**src/rtl/tick_meas_pkg.sv**
```systemverilog
// Shared definitions for the tick/strobe receive blocks: FSM encoding,
// default sizing and the counter saturation limit.
package tick_meas_pkg;

  // Default sizing used by tick_period_meter and sync_edge_det.
  localparam int CNT_W_DEF       = 16;
  localparam int SYNC_STAGES_DEF = 2;

  // Averaging window used when TICK_PERIOD_AVG4_EN is defined.
  localparam int AVG_DEPTH = 4;

  // Largest count held by a default-width period counter (2^CNT_W-1).
  localparam int unsigned CNT_MAX = (32'd1 << CNT_W_DEF) - 32'd1;

  // Measurement FSM encoding.
  typedef enum logic {
    ST_IDLE = 1'b0,
    ST_MEAS = 1'b1
  } state_e;

  // Saturation limit for a counter of arbitrary width (w <= 31).
  function automatic int unsigned cnt_max(input int unsigned w);
    return (32'd1 << w) - 32'd1;
  endfunction

endpackage

```
**src/rtl/sync_edge_det.sv**
```systemverilog
// Synchronizer plus registered rising-edge detector for an input that may be
// asynchronous to mclk. Latency from the input rising to edge_out is
// SYNC_STAGES+1 cycles, identical for every edge. SYNC_STAGES must be >= 2.
module sync_edge_det
  import tick_meas_pkg::*;
#(
  parameter int SYNC_STAGES = SYNC_STAGES_DEF
) (
  input  logic mclk,
  input  logic rst,
  input  logic async_in,
  output logic edge_out
);

  logic [SYNC_STAGES-1:0] sync_q, sync_d;
  logic                   prev_q, prev_d;
  logic                   edge_q, edge_d;

  // Shift the raw input through the synchronizer and flag a 0->1 transition.
  always_comb begin
    sync_d = {sync_q[SYNC_STAGES-2:0], async_in};
    prev_d = sync_q[SYNC_STAGES-1];
    edge_d = sync_q[SYNC_STAGES-1] & ~prev_q;
  end

  // Synchronizer, edge history and edge output registers.
  // NOTE: state registers use non-blocking (<=) so every flop samples the
  // pre-edge value; blocking here would collapse the synchronizer chain.
  always_ff @(posedge mclk or negedge rst) begin
    if (!rst) begin
      sync_q <= '0;
      prev_q <= 1'b0;
      edge_q <= 1'b0;
    end else begin
      sync_q <= sync_d;
      prev_q <= prev_d;
      edge_q <= edge_d;
    end
  end

  assign edge_out = edge_q;

endmodule

```
**src/rtl/tick_period_meter.sv**
```systemverilog
// Measures the number of mclk cycles between successive rising edges of
// tick_in and publishes the result with a one-cycle period_vld strobe.
// A missing edge for 2^CNT_W-1 cycles returns to IDLE and sets the sticky
// timeout flag.
// Optional build macro TICK_PERIOD_AVG4_EN: period_out becomes the truncated
// mean of the last four periods, valid only once four have been captured
// since reset or the last timeout.
module tick_period_meter
  import tick_meas_pkg::*;
#(
  parameter int CNT_W       = CNT_W_DEF,
  parameter int SYNC_STAGES = SYNC_STAGES_DEF
) (
  input  logic             mclk,
  input  logic             rst,
  input  logic             tick_in,
  output logic [CNT_W-1:0] period_out,
  output logic             period_vld,
  output logic             timeout,
  output logic             busy
);

  localparam logic [CNT_W-1:0] CNT_LIMIT = CNT_W'(cnt_max(CNT_W));
  localparam logic [CNT_W-1:0] CNT_ONE   = CNT_W'(1);

  logic             edge_det;

  state_e           state_q,   state_d;
  logic [CNT_W-1:0] cnt_q,     cnt_d;
  logic [CNT_W-1:0] period_q,  period_d;
  logic             vld_q,     vld_d;
  logic             timeout_q, timeout_d;

`ifdef TICK_PERIOD_AVG4_EN
  localparam logic [2:0] FILL_FULL = 3'(AVG_DEPTH);

  logic [CNT_W-1:0] hist_q [AVG_DEPTH];
  logic [CNT_W-1:0] hist_d [AVG_DEPTH];
  logic [CNT_W+1:0] sum_q, sum_d, sum_new;
  logic [2:0]       fill_q, fill_d;
`endif

  sync_edge_det #(
    .SYNC_STAGES (SYNC_STAGES)
  ) u_sync_edge_det (
    .mclk     (mclk),
    .rst      (rst),
    .async_in (tick_in),
    .edge_out (edge_det)
  );

  // Next-state, counter and result logic for the IDLE/MEAS machine.
  // NOTE: every signal gets a default before the case so no path leaves it
  // unassigned; otherwise synthesis infers a latch.
  always_comb begin
    state_d   = state_q;
    cnt_d     = cnt_q;
    period_d  = period_q;
    vld_d     = 1'b0;
    timeout_d = timeout_q;
`ifdef TICK_PERIOD_AVG4_EN
    hist_d  = hist_q;
    sum_d   = sum_q;
    fill_d  = fill_q;
    // Running sum with the oldest sample replaced by the one just measured.
    sum_new = sum_q - {2'b00, hist_q[AVG_DEPTH-1]} + {2'b00, cnt_q};
`endif

    case (state_q)
      ST_IDLE: begin
        cnt_d = '0;
        // First edge only starts timing; nothing to publish yet.
        if (edge_det) begin
          state_d = ST_MEAS;
          cnt_d   = CNT_ONE;
        end
      end

      ST_MEAS: begin
        if (edge_det) begin
          // An edge always wins over the saturation timeout.
          cnt_d = CNT_ONE;
`ifdef TICK_PERIOD_AVG4_EN
          hist_d[0] = cnt_q;
          for (int i = 1; i < AVG_DEPTH; i++) begin
            hist_d[i] = hist_q[i-1];
          end
          sum_d = sum_new;
          if (fill_q != FILL_FULL) begin
            fill_d = fill_q + 3'd1;
          end
          if (fill_d == FILL_FULL) begin
            vld_d     = 1'b1;
            period_d  = sum_new[CNT_W+1:2];
            timeout_d = 1'b0;
          end
`else
          vld_d     = 1'b1;
          period_d  = cnt_q;
          timeout_d = 1'b0;
`endif
        end else if (cnt_q == CNT_LIMIT) begin
          // Counter saturated with no edge: give up and flag it.
          state_d   = ST_IDLE;
          cnt_d     = '0;
          timeout_d = 1'b1;
`ifdef TICK_PERIOD_AVG4_EN
          for (int i = 0; i < AVG_DEPTH; i++) begin
            hist_d[i] = '0;
          end
          sum_d  = '0;
          fill_d = 3'd0;
`endif
        end else begin
          cnt_d = cnt_q + CNT_ONE;
        end
      end

      default: begin
        state_d = ST_IDLE;
        cnt_d   = '0;
      end
    endcase
  end

  // FSM, counter and published result registers.
  always_ff @(posedge mclk or negedge rst) begin
    if (!rst) begin
      state_q   <= ST_IDLE;
      cnt_q     <= '0;
      period_q  <= '0;
      vld_q     <= 1'b0;
      timeout_q <= 1'b0;
    end else begin
      state_q   <= state_d;
      cnt_q     <= cnt_d;
      period_q  <= period_d;
      vld_q     <= vld_d;
      timeout_q <= timeout_d;
    end
  end

`ifdef TICK_PERIOD_AVG4_EN
  // Averaging history, running sum and fill counter.
  // NOTE: the history array is reset explicitly because the running sum
  // subtracts the oldest entry and relies on it starting at zero.
  always_ff @(posedge mclk or negedge rst) begin
    if (!rst) begin
      for (int i = 0; i < AVG_DEPTH; i++) begin
        hist_q[i] <= '0;
      end
      sum_q  <= '0;
      fill_q <= 3'd0;
    end else begin
      hist_q <= hist_d;
      sum_q  <= sum_d;
      fill_q <= fill_d;
    end
  end
`endif

  assign period_out = period_q;
  assign period_vld = vld_q;
  assign timeout    = timeout_q;
  assign busy       = (state_q == ST_MEAS);

endmodule

```
**config.mk**
```make
export PLATFORM = sky130hd
export DESIGN_NAME = tick_period_meter
export DESIGN_NICKNAME = d
export VERILOG_FILES = /design/src/rtl/tick_meas_pkg.sv /design/src/rtl/sync_edge_det.sv /design/src/rtl/tick_period_meter.sv
export SDC_FILE = /design/constraint.sdc
export NUM_CORES = 1
export LEC_CHECK = 0
export CAP_MARGIN = 0
export CORE_MARGIN = 4
export CORE_UTILIZATION = 30
export DETAILED_ROUTE_END_ITERATION = 7
export HOLD_SLACK_MARGIN = 0.02
export SLEW_MARGIN = 20
export SYNTH_ARGS = -nofsm -noshare
export SYNTH_HDL_FRONTEND = slang
export SYNTH_HIERARCHICAL = 1
export SYNTH_SLANG_ARGS = --single-unit
```
**constraint.sdc**
```tcl
create_clock -name mclk -period 3.6 [get_ports mclk]
set_input_delay 1.08 -clock mclk [delete_from_list [all_inputs] [get_ports mclk]]
set_output_delay 1.08 -clock mclk [all_outputs]
set_load 0.02 [all_outputs]
```
==> run metrics <==
status finished clean; Hold Crit Class flip-flop to flip-flop; final HPWL from detailed placement between 1.5 and 2 mm; synthesized area 1620 um2; Largest delay share family, worst path buffers and inverters; DIE AREA 6630 um2; Multi-input gate area 606 um2; DRC 0; DP Area 1890 um2; CTS tree done; crit path from busy; syn_area_per_cell 12.7 um2; Routed Antenna Nets 0; synthesis-to-finish area growth 24.1%; Port Buffers 21; Final Cell Area 2010 um2; gpl congestion 0.760; WS Path Type flip-flop to output pin; Vias 1,015; fmax 424 MHz; FF-to-FF Start cnt_q[0]; GRT overflow 0; Setup Fix Bufs, Post-CTS 0; nature of the critical path startpoint flip-flop; Fillers roughly 470; CTS root buf clkbuf_8; Reg2Reg Setup Slack 1660 ps; min-delay src u_sync_edge_det/sync_q[0]; Clock Latency Late Sink roughly 280 ps; Reg clk slew, reported paths 70 ps; number of global-route vias before repair 1,074; Mapped Nets 131; Critical Path End Type output pin; Max VDD drop 0.146 mV; Final Max Slew Viols 0; gr usage total 10.0%; hold slack 350 ps; Final Setup Violations 0; Vias/cell 4.55; Final Hold Viols 0; sequential fraction of the synthesis area 60.3%; Final period util 65.5%; # H-tree levels 2; CP peak stage delay roughly 610 ps; RSZ-0062 raised after global routing no; Clock Path Buffers 2; initial antenna violation count 0; starting density of the core 31.3%; io pins 22; global-route wire length before repair 5.09 mm; Layout Nets approximately 160; DR iter-0 viols 46; # rows 26; Max Cap Viol 0; yosys warns 6; clock sink total 39; CP max FO 4; drt first pass iters 4; register area 976 um2; Routed WL 2.80 mm; post-route minimum period around 2400 ps; CTS Hold Bufs 0; Slew HR between 40% and 50%; largest net degree at the start of global routing 40; n_diodes 0; critical path's slowest cell clkdlybuf4s50_1; PwrDens 511 nW/um2; share of layout cells above drive strength 1 20.3%; wire length per cell 12.6 um; TritonCTS Buffers 5; die width 81.4 um; crit-path cells clkdlybuf4s50_1; Worst EP required 2520 ps; Worst Path Buf+Inv 1; Distinct cells, synth 27; post-CTS sizing 0; Final Skew approximately 3.8 ps; Slew @ Worst Pin between 800 and 900 ps; endpoint arrival time on the critical path 1280 ps; die height 81.4 um; Static Leak 0.920 nW; FF+latch count, synth 39; Core ar. 5170 um2; Mapped Cells ~130; Setup TNS 0 ps
-- layout make-up --
type / count / area share [%]
clock buffer: 6 / 4.11
clock inverter: 2 / 1.75
inverter: 4 / 0.748
multi-input combinational: 81 / 30.2
sequential: 39 / 48.6
tap: 70 / 4.36
timing repair buffer: 21 / 10.2
-- through the flow --
stage                     setup slack, ps  instances  total power (W)  utilization (%)
after floorplan                      2070        127         0.000601                -
after global placement               1550        215         0.000664             36.5
after detailed placement             1540        215         0.000672             36.5
after CTS                            1220        223          0.00104             38.8
after global routing                 1180        223          0.00108             38.8
final                                1240        223          0.00102             38.8
-- worst register-to-register path: stages (launching register included) --
cell     delay, ps
dfrtp_1        470
ha_1           270
and3_1         280
nand2_2        120
o31ai_4        550
nor2_1         110
-- cell usage after synthesis --
cell type,count,share of area [%]
nand2_2,1,0.39
nor2_1,14,3.2
and3_2,1,0.46
nor4_1,1,0.39
buf_2,2,0.62
or2_1,1,0.39
xor2_1,8,4.3
dfrtp_1,39,60
a22o_1,1,0.54
nor3_1,3,0.93
buf_6,1,0.70
and4_4,1,0.70
nand4_4,1,1.3
nand4_1,4,1.5
nand3_1,8,2.5
mux2_2,16,11
nand2_1,4,0.93
o31ai_4,1,1.3
nor2b_4,1,0.85
inv_1,4,0.93
and3_1,2,0.77
or3_1,2,0.77
o21ai_0,3,0.93
ha_1,1,0.77
o31ai_1,1,0.46
a21oi_1,2,0.62
xnor2_1,4,2.2
-- flip-flops by register name, summed over array words and instances, names as in the netlist --
name / flops
timeout: 1
busy: 1
period_out: 16
u_sync_edge_det/prev_q: 1
u_sync_edge_det/sync_q: 2
cnt_q: 16
u_sync_edge_det/edge_out: 1
period_vld: 1
-- layer usage --
layer	global-route usage, %	wire length, um
met1	12.0	1260
met2	16.4	1350
met3	2.74	131
met4	5.07	62
met5	0	0
-- power by group --
part / leakage, nW / switching (W) / internal [W]
Clock: 0.0612 / 0.000142 / 0.000224
Sequential: 0.519 / 0.0000343 / 0.000478
Combinational: 0.340 / 0.0000730 / 0.0000740
-- cell usage in the layout, fill, tap and decap left out --
cell type / instances
a21oi_1: 2
a22o_1: 1
and3_1: 2
and3_2: 1
and4_4: 1
buf_2: 1
bufinv_16: 1
clkbuf_8: 6
clkdlybuf4s50_1: 20
clkinv_2: 1
dfrtp_1: 39
ha_1: 1
inv_1: 4
mux2_2: 16
nand2_1: 4
nand2_2: 1
nand3_1: 8
nand4_1: 4
nand4_4: 1
nor2_1: 14
nor2b_4: 1
nor3_1: 3
nor4_1: 1
o21ai_0: 3
o31ai_1: 1
o31ai_4: 1
or2_1: 1
or3_1: 2
xnor2_1: 4
xor2_1: 8
-- path summary, 6_finish.rpt --
path | cells past startpoint | endpoint
worst max-delay path | 1 | busy
worst min register to register | 0 | u_sync_edge_det/sync_q[1]
worst max register to register | 5 | cnt_q[3]
max in group asynchronous | 1 | cnt_q[13]
worst min-delay path | 0 | u_sync_edge_det/sync_q[1]
min in group asynchronous | 1 | period_out[11]
-- cells by family (layout without fill, tap and decap cells) --
kind of cell / Yosys count / in the layout / share of synthesized area [%]
compound gates: 8 / 8 / 3.87
xor+xnor: 12 / 12 / 6.50
fa+ha+maj: 1 / 1 / 0.773
buf+inv: 7 / 33 / 2.24
flops: 39 / 39 / 60.3
mux: 16 / 16 / 11.1
simple gates: 44 / 44 / 15.2
Note: power is estimated with default switching activity, not from simulation.
